[config.mk]
export PLATFORM = sky130hd
export DESIGN_NAME = ysyx_22050058_pipe_ctrl
export DESIGN_NICKNAME = d
export VERILOG_FILES = /design/src/rtl/ysyx_22050058_pipe_ctrl_pkg.sv /design/src/rtl/ysyx_22050058_stall_wdt.sv /design/src/rtl/ysyx_22050058_pipe_ctrl.sv
export SDC_FILE = /design/constraint.sdc
export NUM_CORES = 1
export LEC_CHECK = 0
export ABC_AREA = 1
export CAP_MARGIN = 5
export CORE_MARGIN = 2
export CORE_UTILIZATION = 44
export DETAILED_ROUTE_END_ITERATION = 10
export PLACE_DENSITY = 0.76
export SYNTH_ARGS = -nofsm -noshare
export SYNTH_HDL_FRONTEND = slang
export SYNTH_SLANG_ARGS = --single-unit
[constraint.sdc]
create_clock -name clk -period 1.61 [get_ports clk]
set_input_delay 0.2415 -clock clk [delete_from_list [all_inputs] [get_ports clk]]
set_output_delay 0.2415 -clock clk [all_outputs]
set_load 0.05 [all_outputs]
[src/rtl/ysyx_22050058_pipe_ctrl_pkg.sv]
// Shared definitions for the NPC pipeline controller.
//   - pipe_state_e : redirect-parking FSM encoding (2 bits)
//   - STG_*        : stall/flush bit positions, PC=0 .. WB=5
//   - BR_FLUSH / TRAP_FLUSH : bubble masks for a branch and a trap redirect
//   - stall_upto() : builds a freeze mask covering PC up to a given stage
package ysyx_22050058_pipe_ctrl_pkg;

  typedef enum logic [1:0] {
    ST_RUN       = 2'd0,
    ST_PEND_BR   = 2'd1,
    ST_PEND_TRAP = 2'd2
  } pipe_state_e;

  localparam int STG_PC  = 0;
  localparam int STG_IF  = 1;
  localparam int STG_ID  = 2;
  localparam int STG_EX  = 3;
  localparam int STG_MEM = 4;
  localparam int STG_WB  = 5;

  localparam int NUM_STAGES = STG_WB + 1;

  // A branch resolved in EX kills the two younger instructions (IF, ID);
  // a trap raised in MEM also kills the instructions in EX and MEM itself.
  localparam logic [NUM_STAGES-1:0] BR_FLUSH   = 6'b000110;
  localparam logic [NUM_STAGES-1:0] TRAP_FLUSH = 6'b011110;

  // Mask with every stage from PC through 'last' set. A stage that cannot
  // advance must hold every older stage behind it as well.
  function automatic logic [NUM_STAGES-1:0] stall_upto(input int last);
    logic [NUM_STAGES-1:0] m;
    m = '0;
    for (int i = 0; i < NUM_STAGES; i++) begin
      m[i] = (i <= last);
    end
    return m;
  endfunction

endpackage

[src/rtl/ysyx_22050058_stall_wdt.sv]
// Consecutive-stall watchdog.
//   clk, rst      : clock, asynchronous active-low reset
//   stall_pc      : PC freeze (stall[0]) of the current cycle
//   count_o       : current consecutive-stall count (saturating)
//   timeout       : sticky flag, high from the cycle the count reaches
//                   TO_LIMIT until reset
module ysyx_22050058_stall_wdt #(
  parameter int              TO_W     = 16,
  parameter logic [TO_W-1:0] TO_LIMIT = {TO_W{1'b1}}
) (
  input  logic            clk,
  input  logic            rst,
  input  logic            stall_pc,
  output logic [TO_W-1:0] count_o,
  output logic            timeout
);

  logic [TO_W-1:0] count_q, count_d;
  logic            flag_q, flag_d;
  logic            at_limit;

  assign at_limit = (count_q == TO_LIMIT);

  always_comb begin
    count_d = '0;
    flag_d  = flag_q | at_limit;
    if (stall_pc) begin
      count_d = at_limit ? count_q : count_q + 1'b1;
    end
  end

  always_ff @(posedge clk or negedge rst) begin
    if (!rst) begin
      count_q <= '0;
      flag_q  <= 1'b0;
    end else begin
      count_q <= count_d;
      flag_q  <= flag_d;
    end
  end

  // The flag is visible in the very cycle the limit is reached; the
  // register keeps it once the stall clears and the count drops to 0.
  assign timeout = flag_q | at_limit;
  assign count_o = count_q;

endmodule

[src/rtl/ysyx_22050058_pipe_ctrl.sv]
// Pipeline control for the 6-stage NPC core (PC, IF, ID, EX, MEM, WB).
//   req_if/id/ex/mem : per-stage stall requests
//   br_req/br_addr   : taken branch/jump resolved in EX
//   trap_req/addr    : exception/mret raised in MEM
//   stall, flush     : per-stage freeze / bubble, bit0=PC .. bit5=WB
//   isjump/jumpaddr  : PC loads jumpaddr at the next posedge
//   redir_busy       : a redirect is parked waiting for the PC to unfreeze
//   wdt_timeout      : sticky runaway-stall flag
//   state_dbg        : current FSM state
// Redirect handshake: a redirect is consumed by the PC in any cycle where
// isjump=1; isjump is only raised when stall[0]=0, so the PC is always
// able to accept it. A redirect arriving while stall[0]=1 is parked and
// re-issued in the first cycle with stall[0]=0.
module ysyx_22050058_pipe_ctrl
  import ysyx_22050058_pipe_ctrl_pkg::*;
#(
  parameter int              ADDR_W   = 64,
  parameter int              TO_W     = 16,
  parameter logic [TO_W-1:0] TO_LIMIT = {TO_W{1'b1}}
) (
  input  logic                  clk,
  input  logic                  rst,
  input  logic                  req_if,
  input  logic                  req_id,
  input  logic                  req_ex,
  input  logic                  req_mem,
  input  logic                  br_req,
  input  logic [ADDR_W-1:0]     br_addr,
  input  logic                  trap_req,
  input  logic [ADDR_W-1:0]     trap_addr,
  output logic [NUM_STAGES-1:0] stall,
  output logic [NUM_STAGES-1:0] flush,
  output logic                  isjump,
  output logic [ADDR_W-1:0]     jumpaddr,
  output logic                  redir_busy,
  output logic                  wdt_timeout,
  output pipe_state_e           state_dbg
);

  pipe_state_e           state_q, state_d;
  logic [ADDR_W-1:0]     pend_addr_q, pend_addr_d;
  logic [NUM_STAGES-1:0] stall_raw;
  logic [NUM_STAGES-1:0] flush_c;
  logic                  isjump_c;
  logic [ADDR_W-1:0]     jumpaddr_c;
  logic                  stall_pc;
  logic [TO_W-1:0]       wdt_count;

  // Deepest requester wins; WB is never frozen.
  always_comb begin
    stall_raw = '0;
    if (req_mem)     stall_raw = stall_upto(STG_MEM);
    else if (req_ex) stall_raw = stall_upto(STG_EX);
    else if (req_id) stall_raw = stall_upto(STG_ID);
    else if (req_if) stall_raw = stall_upto(STG_IF);
  end

  assign stall    = rst ? stall_raw : '0;
  assign stall_pc = stall[STG_PC];

  // Redirect arbitration and parking FSM. Trap beats branch because the
  // trapping instruction in MEM is older than the branch in EX.
  always_comb begin
    state_d     = state_q;
    pend_addr_d = pend_addr_q;
    flush_c     = '0;
    isjump_c    = 1'b0;
    jumpaddr_c  = '0;

    if (!stall_pc) begin
      unique case (state_q)
        ST_RUN: begin
          if (trap_req) begin
            isjump_c   = 1'b1;
            jumpaddr_c = trap_addr;
            flush_c    = TRAP_FLUSH;
          end else if (br_req) begin
            isjump_c   = 1'b1;
            jumpaddr_c = br_addr;
            flush_c    = BR_FLUSH;
          end
        end
        ST_PEND_BR, ST_PEND_TRAP: begin
          // Release the parked redirect. The fetch made while frozen is on
          // the wrong path, so IF is always bubbled; a trap arriving in the
          // same cycle overrides the parked target and adds its own mask.
          isjump_c          = 1'b1;
          jumpaddr_c        = trap_req ? trap_addr : pend_addr_q;
          flush_c           = trap_req ? TRAP_FLUSH : '0;
          flush_c[STG_IF]   = 1'b1;
          state_d           = ST_RUN;
        end
        default: state_d = ST_RUN;
      endcase
    end else begin
      unique case (state_q)
        ST_RUN: begin
          if (trap_req) begin
            state_d     = ST_PEND_TRAP;
            pend_addr_d = trap_addr;
            flush_c     = TRAP_FLUSH;
          end else if (br_req) begin
            state_d     = ST_PEND_BR;
            pend_addr_d = br_addr;
            flush_c     = BR_FLUSH;
          end
        end
        ST_PEND_BR: begin
          // An older trap supersedes the parked branch.
          if (trap_req) begin
            state_d     = ST_PEND_TRAP;
            pend_addr_d = trap_addr;
            flush_c     = TRAP_FLUSH;
          end
        end
        ST_PEND_TRAP: begin
          // Anything younger than the parked trap is discarded.
        end
        default: state_d = ST_RUN;
      endcase
    end
  end

  always_ff @(posedge clk or negedge rst) begin
    if (!rst) begin
      state_q     <= ST_RUN;
      pend_addr_q <= '0;
    end else begin
      state_q     <= state_d;
      pend_addr_q <= pend_addr_d;
    end
  end

  assign flush      = rst ? flush_c    : '0;
  assign isjump     = rst ? isjump_c   : 1'b0;
  assign jumpaddr   = rst ? jumpaddr_c : '0;
  assign redir_busy = (state_q != ST_RUN);
  assign state_dbg  = state_q;

  ysyx_22050058_stall_wdt #(
    .TO_W     (TO_W),
    .TO_LIMIT (TO_LIMIT)
  ) u_wdt (
    .clk      (clk),
    .rst      (rst),
    .stall_pc (stall_pc),
    .count_o  (wdt_count),
    .timeout  (wdt_timeout)
  );

  // The count is exposed for debug probing only.
  logic unused_count;
  assign unused_count = ^wdt_count;

endmodule

---- After elaboration in Yosys (flattened, before gate mapping) ----
Index checks and enable logic that the tools add are counted.
word-level totals
  register bits ........................... 83
  word-level logic and storage cells ...... 54
operators by class
  equal/unequal tests ..................... 8
  bitwise logic cells ..................... 1
  $add $sub $neg .......................... 1
  multiplexer cells ....................... 34
  reduce and logical (&&, ||, !) cells .... 6
operators with widths
  kind                   count
  $mux 64                7
  $pmux 64 s2            2
  $mux 16                2
  $mux 6                 4
  $add 16x1->16 const B  1
  $eq 16x16->1 const B   1
  $mux 2                 6
  $pmux 6 s2             1
  $mux 5                 2
  $pmux 5 s2             1
  $mux 3                 2
  $ne 2x2->1 const B     3
  $ne 3x3->1 const B     2
  $pmux 2 s3             1
  $mux 1                 4
  $mux 4                 1
  $reduce_and 4->1       1
  $reduce_bool 2->1      2
  $reduce_and 3->1       1
  $eq 2x1->1 const B     1
  $eq 2x2->1 const B     1
  $logic_not 2->1        1
  $pmux 1 s2             1
  $reduce_or 2->1        1
  $or 1x1->1             1

---- Longest topological paths before layout ----
  depth after elaboration ................. 7
  gate-level depth with buffers ........... 11

---- Hierarchy ----
From an unflattened synthesis, not the netlist that was laid out.
second synthesis, totals
  cell total of the unflattened synthesis .. 1110
  area, all modules ....................... 6867.8 um^2
modules (own cells, without submodules)
  module                   cells each  instances  area an instance (um^2)
  ysyx_22050058_pipe_ctrl  970         1          5854.4
  ysyx_22050058_stall_wdt  140         1          1013.5

---- Worst setup path before layout ----
OpenSTA, ideal clock, no wires.
  path type ............................... reg2out
  start point ............................. register state_q[1], in the netlist state_dbg[1]
  end point ............................... output port flush[4]
  arrival ................................. 2.643 ns
  stages on the path, launching flop included .. 7
  path slack .............................. -1.275 ns
  required time ........................... 1.368 ns
  path buffers ............................ 2
  path through ............................ dfrtp_1 inv_1 ha_1 buf_2 o211ai_1 a21oi_1 buf_4
between the ends
  cells in the longest elaborated chain, start to end .. 5
  elaborated cells between the ends (all ways) .. 8
ends and longest elaborated chain
  what                                             line                                                          text
  start, declared                                  ysyx_22050058_pipe_ctrl.sv:40                                 pipe_state_e state_q, state_d;
  start signal, assigned                           ysyx_22050058_pipe_ctrl.sv:129                                state_q <= state_d;
  $eq 2x1->1 / $eq 2x2->1 (equally long branches)  ysyx_22050058_pipe_ctrl.sv:71, ysyx_22050058_pipe_ctrl.sv:96
  $reduce_or 2->1                                  ysyx_22050058_pipe_ctrl.sv:71                                 unique case (state_q)
  $pmux 5 s2                                       ysyx_22050058_pipe_ctrl.sv:71
  $mux 6 (*)                                       ysyx_22050058_pipe_ctrl.sv:70                                 if (!stall_pc) begin
  $mux 6 (*)                                       ysyx_22050058_pipe_ctrl.sv:134                                assign flush = rst ? flush_c : '0;
  end, declared                                    ysyx_22050058_pipe_ctrl.sv:32                                 output logic [NUM_STAGES-1:0] flush,
Mark *: on every way between the ends. The rest lies on a longest branch, timed or not.

---- Worst setup path after layout ----
  start point ............................. register state_q[0], in the netlist state_dbg[0]
  end point ............................... output port jumpaddr[41]
between the ends
  cells in the longest elaborated chain, start to end .. 5
  elaborated cells between the ends (all ways) .. 7
ends and longest elaborated chain
  what                                             line                            text
  $eq 2x1->1 / $eq 2x2->1 (equally long branches)  ysyx_22050058_pipe_ctrl.sv:71
  $reduce_or 2->1                                  ysyx_22050058_pipe_ctrl.sv:71
  $pmux 64 s2 (*)                                  ysyx_22050058_pipe_ctrl.sv:71
  $mux 64 (*)                                      ysyx_22050058_pipe_ctrl.sv:70
  $mux 64 (*)                                      ysyx_22050058_pipe_ctrl.sv:136  assign jumpaddr = rst ? jumpaddr_c : '0;
  end, declared                                    ysyx_22050058_pipe_ctrl.sv:34   output logic [ADDR_W-1:0] jumpaddr,
Marks and branches as above.

==> metrics.yaml <==
critPathKind: "reg2out"
wirelength_mm: 28.9
htreeDepth: 3
place_congestion: 0.842
cts-root-buf: "clkbuf_16"
setup_viol: 137
synthCells: 1114
grt_pass1_wl_mm: 44.0
worstSetupEndpointType: "output pin"
rows: 46
io_pins: 217
clk_pin_slew_worst_paths_ns: 0.06
post-dp-hpwl_mm: 16.1
ys_warn_count: 0
grt_start_max_net_pins: 52
dpl_cell_area_um2: 11100
yosys.area.top_type: "dfrtp_1"
hp-class: "in2async"
final_area_um2: 13000
vdd_drop_max_mv: 1.25
fin_crit_sh_pct: 141
area_growth_pct: 79.1
tritoncts: "built"
crit_top_cell: "buf_12"
place_ws_ns: -0.473
async_reset_ff_share_pct: 100
die_h_um: 132
cpLargestDelayFamily: "buffers and inverters"
clock_path_buffers: 2
grt.met3_usage_pct: 6.74
die_area_um2: 17500
timing.fmax_mhz: 440
final_core_util_pct: 81.3
wl_per_cell_um: 17.7
rsz0062_at_grt: "yes"
status: "finished, violations left"
post-synth-top-area-fraction_pct: 28.6
stdcell_count: 1635
clock_skew_ns: 0.00523
layout-drive-gt1-share_pct: 38.1
arrival_ns: 2.03
rr_startpoint: "state_dbg[1]"
syn_area_per_cell_um2: 6.52
die-width_um: 132
antenna_found_initial: 2
yosys-top-cells-area: "dfrtp_1, nand2_1, a22o_1"
slowest_stage: "dfrtp_2"
ys_seq_area_share_pct: 28.6
power.density_nw_per_um2: 1230
setup.worst_path.start_class: "flip-flop"
worst_pin_slew_ns: 0.598
leakage_uw: 0.00603
maxSlewHeadroom_pct: 60.1
path_buf_inv: 6
post-place-cells: 1543
start_util_pct: 45.4
vias: 8930
r2r_slack_ns: -0.28
hold_buffers: 0
grtUsageMet1_pct: 37.7
tns_ns: -49.26
cap_viol_max_count: 0
n_fill_cell: 1064
period_minus_slack_ns: 2.27
synthFlopType: "dfrtp_1"
met2_usage_pct: 51.8
grt_usage_pct: 30.8
path_cells: "inv_2 -> ha_4 -> clkinvlp_4 -> nor2_4 -> buf_12 -> buf_12 -> a22o_1 -> nand2_2 -> clkinvlp_4 -> buf_12"
vias_per_cell: 5.46
synth_seq_cells: 83
rr_endpoint: "pend_addr_q[23]"
cp.required_ns: 1.37
drc_errors: 0
reg2regPathDepth: 8
worstPathMaxFanout: 11
ys_types: 34
clk_latency_ns: 0.35
drtIter0Drc: 791
cts.sinks: 83
cts_buffers: 9
grt_pass1_vias: 8725
io_buffers: 213
drt.antenna.violating_nets: 0
final_common_cell: "nand2_1"
core-area_um2: 16000
violations: "setup timing"
netlist_area_um2: 7260
drtPass1Iterations: 5
finalHoldViolations: 0
fin_nets: 1554
final_cell_mix: "nand2_1, clkdlybuf4s50_1, nand2_2"
synth_edf_count: 0
globalRoute.totalOverflow: 0
setup_ws_ns: -0.662
grt-busiest-layer: "met2"
slew_viol_final: 0
slowest_delay_ns: 0.41
-- layer usage --
layer  up-vias  routed length (um)
met5         -                   0
li1       4203                   -
met4         0                1100
met3        86                2180
met1      4233               11300
met2       408               14300
-- repair_timing --
| action | 4_1_cts | 5_1_grt |
|---|---|---|
| resized for setup | 134 | 41 |
| endpoints found under the setup margin | 137 | 144 |
| cloned | 21 | 5 |
| buffers inserted | 40 | 15 |
| pin swaps | 20 | 26 |
-- area by class of cell --
| class | count | area [um2] | share of cell area (%) |
|---|---|---|---|
| Clock inverter | 4 | 47.5 | 0.366 |
| Antenna cell | 2 | 5.00 | 0.0385 |
| Clock buffer | 12 | 267 | 2.05 |
| Multi-Input combinational cell | 862 | 4790 | 36.8 |
| Tap cell | 216 | 270 | 2.08 |
| Timing Repair Buffer | 363 | 4920 | 37.9 |
| Inverter | 93 | 619 | 4.76 |
| Sequential cell | 83 | 2080 | 16.0 |
-- stage by stage --
stage                     hold WS, ns  power, uW
after floorplan               -0.0541       8680
after global placement          0.463      10600
after detailed placement        0.468      10800
after CTS                       0.218      15200
after global routing            0.269      16700
final                           0.230      16000
-- registers in the layout (all words and copies together) (netlist names) --
signal,flops
pend_addr_q,64
u_wdt.count_o,16
state_dbg,2
u_wdt.flag_q,1
-- Yosys cell counts (all sizes together), types with 4 or more instances --
cell / count
nand4: 4
nor2: 26
a21oi: 6
buf: 65
nand2: 513
inv: 93
dfrtp: 83
o21ai: 134
clkbuf: 15
ha: 6
a22o: 64
nand3: 90
-- worst register-to-register path: stages, from the launching register on --
cell	delay, ns
dfrtp_2	0.41
inv_2	0.08
buf_4	0.16
ha_4	0.18
clkinv_8	0.09
buf_12	0.14
buf_16	0.16
o21ai_0	0.43
o21ai_2	0.13
-- where the power goes --
group | switching (uW) | internal (uW)
clock | 897 | 1320
sequential | 586 | 2890
combinational | 5310 | 4960
-- kinds of logic after synthesis --
| kind of cell | Yosys count | synth area share (%) |
|---|---|---|
| AND/OR/NAND/NOR | 639 | 36.8 |
| AO/OA/AOI/OAI | 210 | 20.6 |
| buffers and inverters | 173 | 12.6 |
| flip-flops | 83 | 28.6 |
| adder cells (fa/ha/maj) | 6 | 1.03 |
| XOR/XNOR | 2 | 0.241 |
| other | 1 | 0.0516 |
-- worst max-delay path by stage --
stage                       from           end  slack (ns)  depth (start not counted)
floorplan           state_dbg[1]  jumpaddr[54]       -0.61                         10
global placement         req_mem  jumpaddr[20]       -0.45                          8
detailed placement       req_mem  jumpaddr[23]       -0.47                          8
CTS                 state_dbg[1]  jumpaddr[33]       -0.65                         11
global route        state_dbg[0]      flush[1]       -0.71                         11
finish              state_dbg[0]  jumpaddr[41]       -0.66                         10
(Power assumes the default switching activity.)
